### config.mk
export PLATFORM = sky130hd
export DESIGN_NAME = jk_excitation_sequencer
export DESIGN_NICKNAME = d
export VERILOG_FILES = /design/src/rtl/jk_excitation_sequencer.sv
export SDC_FILE = /design/constraint.sdc
export NUM_CORES = 1
export LEC_CHECK = 0
export ABC_AREA = 1
export BUFFER_PORTS_ARGS = -buffer_cell sky130_fd_sc_hd__buf_2
export CAP_MARGIN = 20
export CORE_MARGIN = 5
export CORE_UTILIZATION = 55
export DETAILED_ROUTE_END_ITERATION = 7
export GPL_TIMING_DRIVEN = 0
export PLACE_DENSITY = 0.79
export RECOVER_POWER = 50
export SLEW_MARGIN = 20
export SYNTH_ARGS = -nofsm -noshare
export SYNTH_HDL_FRONTEND = slang
export SYNTH_SLANG_ARGS = --single-unit
### constraint.sdc
create_clock -name clk -period 2.6 [get_ports clk]
set_input_delay 0.52 -clock clk [delete_from_list [all_inputs] [get_ports clk]]
set_output_delay 0.52 -clock clk [all_outputs]
set_load 0.02 [all_outputs]
### src/rtl/jk_excitation_sequencer.sv
// Drives a bank of JK flip-flops toward a stream of target words: derives J/K
// excitation from (current, target), applies it, then self-checks the landing.

module jk_bit_cell #(
    parameter logic DC_ONE = 1'b0
) (
    input  logic q_i,
    input  logic t_i,
    input  logic j_i,
    input  logic k_i,
    output logic j_exc_o,
    output logic k_exc_o,
    output logic q_next_o
);
    // Inverse JK table: the "other" term of each transition is a don't-care.
    assign j_exc_o  = q_i ? DC_ONE : t_i;
    assign k_exc_o  = q_i ? ~t_i   : DC_ONE;
    assign q_next_o = (j_i & ~q_i) | (~k_i & q_i);
endmodule

module jk_excitation_sequencer #(
    parameter int   WIDTH  = 4,
    parameter logic DC_ONE = 1'b0
) (
    input  logic             clk,
    input  logic             rst,
    input  logic             tgt_valid,
    input  logic [WIDTH-1:0] tgt_data,
    output logic             tgt_ready,
    output logic [WIDTH-1:0] j,
    output logic [WIDTH-1:0] k,
    output logic [WIDTH-1:0] q,
    output logic             done,
    output logic             mismatch,
    output logic [7:0]       toggle_cnt
);
    typedef enum logic [1:0] {IDLE, EXCITE, APPLY, CHECK} state_t;

    state_t           state_q, state_d;
    logic [WIDTH-1:0] tgt_q, tgt_d;
    logic [WIDTH-1:0] q_q, q_d;
    logic [WIDTH-1:0] q_prev_q, q_prev_d;
    logic [WIDTH-1:0] j_q, j_d;
    logic [WIDTH-1:0] k_q, k_d;
    logic             done_q, done_d;
    logic             mismatch_q, mismatch_d;
    logic [7:0]       cnt_q, cnt_d;

    logic [WIDTH-1:0] j_exc, k_exc, q_jk;
    logic [4:0]       flips;
    logic [8:0]       cnt_sum;

    for (genvar gi = 0; gi < WIDTH; gi++) begin : g_bit
        jk_bit_cell #(.DC_ONE(DC_ONE)) u_cell (
            .q_i      (q_q[gi]),
            .t_i      (tgt_q[gi]),
            .j_i      (j_q[gi]),
            .k_i      (k_q[gi]),
            .j_exc_o  (j_exc[gi]),
            .k_exc_o  (k_exc[gi]),
            .q_next_o (q_jk[gi])
        );
    end

    always_comb begin
        flips = '0;
        for (int i = 0; i < WIDTH; i++) begin
            flips = flips + 5'(q_q[i] ^ q_prev_q[i]);
        end
        cnt_sum = {1'b0, cnt_q} + {4'b0, flips};
    end

    always_comb begin
        state_d    = state_q;
        tgt_d      = tgt_q;
        q_d        = q_q;
        q_prev_d   = q_prev_q;
        j_d        = j_q;
        k_d        = k_q;
        done_d     = 1'b0;
        mismatch_d = mismatch_q;
        cnt_d      = cnt_q;
        case (state_q)
            IDLE: begin
                if (tgt_valid) begin
                    tgt_d   = tgt_data;
                    state_d = EXCITE;
                end
            end
            EXCITE: begin
                j_d     = j_exc;
                k_d     = k_exc;
                state_d = APPLY;
            end
            APPLY: begin
                q_prev_d = q_q;
                q_d      = q_jk;
                done_d   = 1'b1;
                state_d  = CHECK;
            end
            CHECK: begin
                if (q_q != tgt_q) mismatch_d = 1'b1;
                cnt_d   = cnt_sum[8] ? 8'hFF : cnt_sum[7:0];
                j_d     = '0;
                k_d     = '0;
                state_d = IDLE;
            end
            default: state_d = IDLE;
        endcase
    end

    always_ff @(posedge clk) begin
        if (rst) begin
            state_q    <= IDLE;
            tgt_q      <= '0;
            q_q        <= '0;
            q_prev_q   <= '0;
            j_q        <= '0;
            k_q        <= '0;
            done_q     <= 1'b0;
            mismatch_q <= 1'b0;
            cnt_q      <= '0;
        end else begin
            state_q    <= state_d;
            tgt_q      <= tgt_d;
            q_q        <= q_d;
            q_prev_q   <= q_prev_d;
            j_q        <= j_d;
            k_q        <= k_d;
            done_q     <= done_d;
            mismatch_q <= mismatch_d;
            cnt_q      <= cnt_d;
        end
    end

    assign tgt_ready  = (state_q == IDLE) && !rst;
    assign j          = j_q;
    assign k          = k_q;
    assign q          = q_q;
    assign done       = done_q;
    assign mismatch   = mismatch_q;
    assign toggle_cnt = cnt_q;
endmodule
-- Word level (Yosys, flattened, before mapping)
Index checks and enable logic that the tools add are counted.
- bits in registers: 32
- output and inout bits: 23
- input port bits: 7
- word-level logic and storage cells: 66
- reduce and logical (&&, ||, !) cells: 6
- muxes and demuxes: 14
- eq/ne operators: 5
- bitwise gates (word level): 28
- add/sub/neg operators: 4
- operators by type and width (operator ; count):
    $pmux W4 S2 ; 2
    $not A1 Y1 ; 12
    $add A8 B4 Y9 ; 1
    $mux W1 ; 9
    $and A1 B1 Y1 ; 8
    $mux W8 ; 1
    $pmux W2 S4 ; 1
    $add A3 B1 Y4 ; 1
    $eq A2 B2 Y1 const B ; 2
    $ne A4 B4 Y1 ; 1
    $or A1 B1 Y1 ; 4
    $reduce_and A2 Y1 ; 2
    $xor A1 B1 Y1 ; 4
    $add A2 B1 Y3 ; 1
    $add A1 B1 Y2 ; 1
    $eq A2 B1 Y1 const B ; 1
    $logic_not A2 Y1 ; 1
    $mux W2 ; 1
    $ne A2 B2 Y1 const B ; 1
    $reduce_bool A2 Y1 ; 1
    $logic_and A1 B1 Y1 ; 1
    $logic_not A1 Y1 ; 1

-- Depth between registers and ports, before layout
Gate-level depths: netlist of the first run.
- depth in word-level cells: 6
- depth in mapped cells: 11
- gate-level depth less buffers: 11

-- By module
From an unflattened synthesis of the first run, not the netlist that was laid out.
- cells, all modules: 227
- area total of the unflattened synthesis: 1622.8 um^2
- modules (own cells, without submodules) (module ; area each (um^2) ; seq. area each (um^2) ; instances ; cells each):
    jk_excitation_sequencer ; 1502.7 ; 640.6 ; 1 ; 195
    jk_bit_cell ; 30.0 ; 0.0 ; 4 ; 8

-- Worst setup path after synthesis of the first run
OpenSTA, ideal clock, no wires.
- path type: reg-to-reg
- start point: register q_q[0] (netlist: q[0])
- end point: register cnt_q[6] (netlist: toggle_cnt[6])
- setup time: 0.117 ns
- period minus slack after synthesis: 2.306 ns
- path buffers: 0
- required time: 2.483 ns
- data arrival time: 2.189 ns
- slack: 0.294 ns
- cell stages (with the launch flop): 11
- cells stage by stage: dfxtp_1 xnor2_1 fa_1 fa_1 inv_1 fa_1 nand2_4 nor2_4 nand2_1 o21ai_0 nor2_1
- longest elaborated chain between the ends: 6
- ends and longest elaborated chain (item ; RTL line ; RTL):
    start: declaration ; 41 ; logic [WIDTH-1:0] q_q, q_d;
    start signal: assignment ; 126 ; q_q <= q_d;
    $xor A1 B1 Y1 ; 68 ; flips = flips + 5'(q_q[i] ^ q_prev_q[i]);
    $add A1 B1 Y2 ; 68 ;
    $add A2 B1 Y3 ; 68 ;
    $add A3 B1 Y4 ; 68 ;
    $add A8 B4 Y9 ; 70 ; cnt_sum = {1'b0, cnt_q} + {4'b0, flips};
    $mux W8 ; 103 ; cnt_d = cnt_sum[8] ? 8'hFF : cnt_sum[7:0];
    end signal: assignment ; 132 ; cnt_q <= cnt_d;
    end: declaration ; 47 ; logic [7:0] cnt_q, cnt_d;
Every way passes these cells.
A chain may end at the register's enable or synchronous reset.

-- Worst setup path after layout of the first run
- start point: register q_q[2] (netlist: q[2])
- end point: register cnt_q[6] (netlist: toggle_cnt[6])
- longest elaborated chain between the ends: 5
- ends and longest elaborated chain (item ; RTL line):
    $xor A1 B1 Y1 ; 68
    $add A2 B1 Y3 ; 68
    $add A3 B1 Y4 ; 68
    $add A8 B4 Y9 ; 70
    $mux W8 ; 103
Every way passes these cells.

==> qor.csv, run 1 <==
metric,value,unit
yosys_warnings,0,
critical_path_class,reg -> reg,
status,"complete, no violations",
nNetsFinal,265,
numClockSinks,32,
die_area,4218,µm²
grt_max_degree,11,
cts_root_buf,clkbuf_4,
cp.required,2.83,ns
synth.yosys.seq_area_share,38.58,%
endpoint_kind,flop,
slew_viol_final,0,
port_buffers,29,
r2r_setup_slack,0.19,ns
yosysTopAreaCellShare,38.58,%
setup-tns-final,0,ns
die_width,64.95,µm
postSynthAreaPerCell,8.099,µm²
htreeDepth,2,
netlist_instances,205,
firstDrtPassIters,4,
synth_nets,229,
cpMostUsedCell,fa_1,
total_power,1.590,mW
ys.flop_type,dfxtp_1,
crit_family,adder cells,
synth.area.top_cells,"dfxtp_1, ha_1, inv_1",
core,2978,µm²
critPathSlowestCell,fa_1,
fin_crit_sh,92.55,%
relSlewSlack,68.23,%
routed_wl,3.309,mm
synth_edf_count,0,
grt_pass1_wl,5.968,mm
drc_errors,0,
cts_setup_buffers,0,
wl_per_cell,12.08,µm
crit_buf_inv,1,
vias,1360,
rows,20,
grt_pass1_vias,1377,
clkTransAtPathRegs,0.10,ns
fin_crit,2.406,ns
p_leak,0.8781,nW
ant_nets,0,
hold_path.class,in -> reg,
pin_count,30,
worst_pin_slew,0.4766,ns
critical_path.startpoint_type,flop,
initial_core_util,55.76,%
finalClockSkew,0.006546,ns
final-setup-viol-count,0,
hold_viol,0,
irDropWorstVdd,0.0004138,V
cap_violations,0,
syn_area,1660,µm²
hpwl,2.412,mm
cts_resized,0,
cp_cell_sequence,"xnor2_1, fa_1, fa_1, inv_1, fa_2, nand2_4, nor2_4, nand2_1, o21ai_0, nor2_1",
max_stage_delay,0.46,ns
cts_inserted_buffers,5,
gp_congestion,0.7961,
p_per_area,832.0,nW/µm²
globalRouteTotalUtil,18.36,%
area_growth_syn_to_layout,15.07,%
grt_antenna_before_repair,0,
ctsHoldBuffers,0,
die_y,64.95,µm
drtIter0Drc,89,
layout-drive-gt1-share,21.99,%
cp_max_fo,7,
grt_overflow,0,
rsz0062_at_grt,false,
synth_cell_types,25,
clk_latency,0.33,ns
clockBufferDepth,2,
synth_area_leader_cell,dfxtp_1,
antenna_cells,0,
async_flop_share,0,%
synth-seq-cells,32,
drt-vias-per-instance,4.964,
critical_path_arrival,2.63,ns
max_freq,0.4156,GHz
tritoncts,done,
worst paths after layout:
kind              from             to  depth (start not counted)
hold reg to reg   k[3]           k[3]                          2
setup / recovery  q[2]  toggle_cnt[6]                         10
setup reg to reg  q[2]  toggle_cnt[6]                         10
hold / removal     rst  toggle_cnt[2]                          2
worst register-to-register path: cells and delay by family, from the launching register on:
kind,cells,cell delay (ns)
flip-flops,1,0.42
adder cells (fa/ha/maj),3,1.13
XOR/XNOR,1,0.16
buffers and inverters,1,0.10
AND/OR/NAND/NOR,4,0.33
AO/OA/AOI/OAI,1,0.17
logic make-up (layout without fill, tap and decap cells):
family	count (synthesis)	in the layout	share of synthesized area [%]
fa+ha+maj	17	17	14.17
buf+inv	45	81	13.56
simple gates	64	64	17.63
compound gates	42	42	13.34
flops	32	32	38.58
mux	1	1	0.6029
xor+xnor	4	4	2.110
cell usage in the layout (no fill, tap or decap):
| master | instances |
|---|---|
| a311oi_1 | 2 |
| fa_2 | 1 |
| nand3_1 | 5 |
| nor2_1 | 22 |
| nor2_2 | 2 |
| dfxtp_2 | 2 |
| nand2_1 | 26 |
| xnor2_2 | 1 |
| nor2_4 | 2 |
| clkbuf_4 | 5 |
| dfxtp_1 | 30 |
| fa_1 | 2 |
| nand4_1 | 2 |
| nand3_2 | 1 |
| clkbuf_1 | 11 |
| o21ai_0 | 18 |
| ha_1 | 14 |
| a21oi_1 | 19 |
| nand2_4 | 1 |
| mux2i_1 | 1 |
| o22ai_1 | 1 |
| clkbuf_8 | 2 |
| or2_1 | 1 |
| a31oi_1 | 2 |
| buf_6 | 1 |
| buf_2 | 21 |
| inv_1 | 28 |
| clkinv_1 | 1 |
| buf_4 | 12 |
| xnor2_1 | 3 |
| nand2_2 | 2 |
flip-flops by register name, summed over array words and instances (netlist names):
register    cells
done            1
j               4
k               4
mismatch        1
q               4
q_prev_q        4
state_q         2
tgt_q           4
toggle_cnt      8
cell usage after synthesis (all sizes together) (3+ instances only):
master  number
fa           3
nor2        26
buf         16
xnor2        4
inv         28
nand3        6
o21ai       18
ha          14
a21oi       19
dfxtp       32
nand2       29
where the power goes:
part	internal [mW]	leakage [nW]	switching (mW)	total, mW
registers	0.589	0.262	0.0776	0.667
logic	0.239	0.579	0.368	0.607
clock network	0.153	0.0374	0.163	0.316
per-stage QoR:
stage | hold WS, ns | cell area [µm²] | util [%] | worst slack (ns) | instances
2_1_floorplan | 0.4387 | 1660 | - | 0.2943 | 205
3_3_place_gp | 0.4527 | 1847 | 62.02 | 0.09644 | 267
3_5_place_dp | 0.4541 | 1847 | 62.02 | 0.09117 | 267
4_1_cts | 0.4380 | 1912 | 64.20 | 0.04327 | 274
5_1_grt | 0.4347 | 1911 | 64.16 | 0.02229 | 274
6_report | 0.4463 | 1911 | 64.16 | 0.1938 | 274
cell type report:
type                            instances  area (µm²)
Fill cell                             259        1067
Multi-Input combinational cell        128       804.5
Sequential cell                        32       643.1
Timing Repair Buffer                   29       132.6
Buffer                                 16       115.1
Inverter                               29       108.9
Clock buffer                            7       65.06
Tap cell                               33       41.29
routing by layer:
metal  track usage, %  share of wire [%]
met4            7.388                1.1
met1            21.52                 45
met3            5.546                5.4
met2            31.03                 48
met5                0                  0
Note: power is estimated with default switching activity, not from simulation.
==> run 2, diff against run 1 <==
==> constraint.sdc (replaced) <==
create_clock -name clk -period 2.6 [get_ports clk]
set_input_delay 0.13 -clock clk [delete_from_list [all_inputs] [get_ports clk]]
set_output_delay 0.13 -clock clk [all_outputs]
set_load 0.02 [all_outputs]
==> run 2 against run 1 <==
Non-clock buffer count did not move. Maximum frequency barely moved. Final cell count did not move. Combinational power fell by 1%. Critical endpoint unchanged. Sequential power barely moved. Highest routed layer unchanged. Critical path depth did not move.
==> qor.csv, run 2 (synthesis gave the netlist of run 1 again) <==
metric,value,unit
p_per_area,833.5,nW/µm²
r2r_start,q[2],
grt_antenna_before_repair,0,
total_power,1.583,mW
critical_path_class,reg -> reg,
cp.required,2.83,ns
worst_pin_slew,0.4774,ns
mostFrequentLayoutCells,"dfxtp_1, inv_1, nand2_1, nor2_1, clkbuf_1",
largest_reg_flops,8,
relSlewSlack,68.18,%
crit_family,adder cells,
crit_buf_inv,1,
rsz0062_at_grt,false,
final_util,63.78,%
hold_viol,0,
power.net_switching,0.6090,mW
hold_path_depth,2,
globalRouteTotalUtil,18.36,%
intPower,0.9741,mW
hpwl,2.412,mm
numClockSinks,32,
drc_errors,0,
clock_power_share,19.9,%
cap_violations,0,
drtIter0Drc,90,
nNetsFinal,265,
reg2reg_to,toggle_cnt[6],
rows,20,
area_growth_syn_to_layout,14.39,%
cp_cell_sequence,"xnor2_1, fa_1, fa_1, inv_1, fa_2, nand2_4, nor2_4, nand2_1, o21ai_0, nor2_1",
grt_overflow,0,
final_common_cell,dfxtp_1,
rr_worst_depth,10,
fin_crit_sh,92.59,%
vias,1366,
hold_path.class,in -> reg,
slew_viol_final,0,
finalClockSkew,0.006535,ns
core,2978,µm²
htreeDepth,2,
clk_latency,0.33,ns
routed_wl,3.302,mm
final-setup-viol-count,0,
setup-tns-final,0,ns
clkTransAtPathRegs,0.10,ns
setup_slack,0.1928,ns
firstDrtPassIters,4,
cp_max_fo,7,
critical_path.startpoint_type,flop,
max_freq,0.4154,GHz
cpMostUsedCell,fa_1,
grt_max_degree,11,
cts_root_buf,clkbuf_4,
die_y,64.95,µm
ant_nets,0,
gp_congestion,0.7961,
clockBufferDepth,2,
port_buffers,29,
p_comb_share,37.9,%
holdPathEnd,toggle_cnt[2],
endpoint_kind,flop,
pin_count,30,
die_area,4218,µm²
status,"complete, no violations",
wl_per_cell,12.05,µm
initial_core_util,55.76,%
critPathSlowestCell,fa_1,
max_stage_delay,0.46,ns
hp-start,rst,
cts_setup_buffers,0,
post-place-ws,0.09117,ns
p_leak,0.8399,nW
drt-vias-per-instance,4.985,
tritoncts,done,
critical_path_arrival,2.63,ns
die_width,64.95,µm
fin_crit,2.407,ns
sw_frac_of_total,38.47,%
layout-drive-gt1-share,18.26,%
grt_pass1_vias,1377,
r2r_setup_slack,0.19,ns
antenna_cells,0,
grt_pass1_wl,5.968,mm
cts_inserted_buffers,5,
irDropWorstVdd,0.0004137,V
power_frac_seq,42.1,%
run 2: cell count changes in the layout (fill, tap and decap cells not counted):
| cell | delta |
|---|---|
| buf_2 | -9 |
| clkbuf_1 | +9 |
run 2: what timing repair did:
action,CTS,global route
gates resized for setup,0,4
hold buffers,0,0
endpoints found under the setup margin,0,7
run 2: routing by layer:
layer	track usage (%)	routed length, µm	up-vias	share of wire (%)
met5	0	0	-	0
met4	7.388	36	0	1.1
met3	5.546	184	4	5.6
met2	31.03	1587	38	48
met1	21.52	1494	613	45
li1	-	-	711	-
run 2: worst max-delay path by stage:
stage,depth (start not counted),from,end
after floorplan,10,q[0],toggle_cnt[6]
after global placement,10,q[0],toggle_cnt[6]
after detailed placement,10,q[0],toggle_cnt[6]
after CTS,10,q[0],toggle_cnt[6]
after global routing,11,q[2],toggle_cnt[3]
final,10,q[2],toggle_cnt[6]
run 2: area by class of cell:
class	count	area, µm²
buffer	16	115.1
clock buffer	7	65.06
fill	267	1079
inverter	29	108.9
multi-input combinational	128	804.5
sequential	32	643.1
tap	33	41.29
timing repair buffer	29	121.4
run 2: per-stage QoR:
step / hold slack (ns) / instance area, µm² / cells
6_report: 0.05600 / 1899 / 274
5_1_grt: 0.04472 / 1899 / 274
4_1_cts: 0.04803 / 1912 / 274
3_5_place_dp: 0.4138 / 1847 / 267
3_3_place_gp: 0.3954 / 1847 / 267
2_1_floorplan: 0.1994 / 1660 / 205
run 2: power by group through the flow:
stage	Combinational [mW]	Clock, mW	Sequential, mW
final	0.601	0.316	0.667
after global routing	0.676	0.353	0.677
after CTS	0.618	0.323	0.664
after detailed placement	0.615	0	0.675
after global placement	0.603	0	0.671
after floorplan	0.457	0	0.666
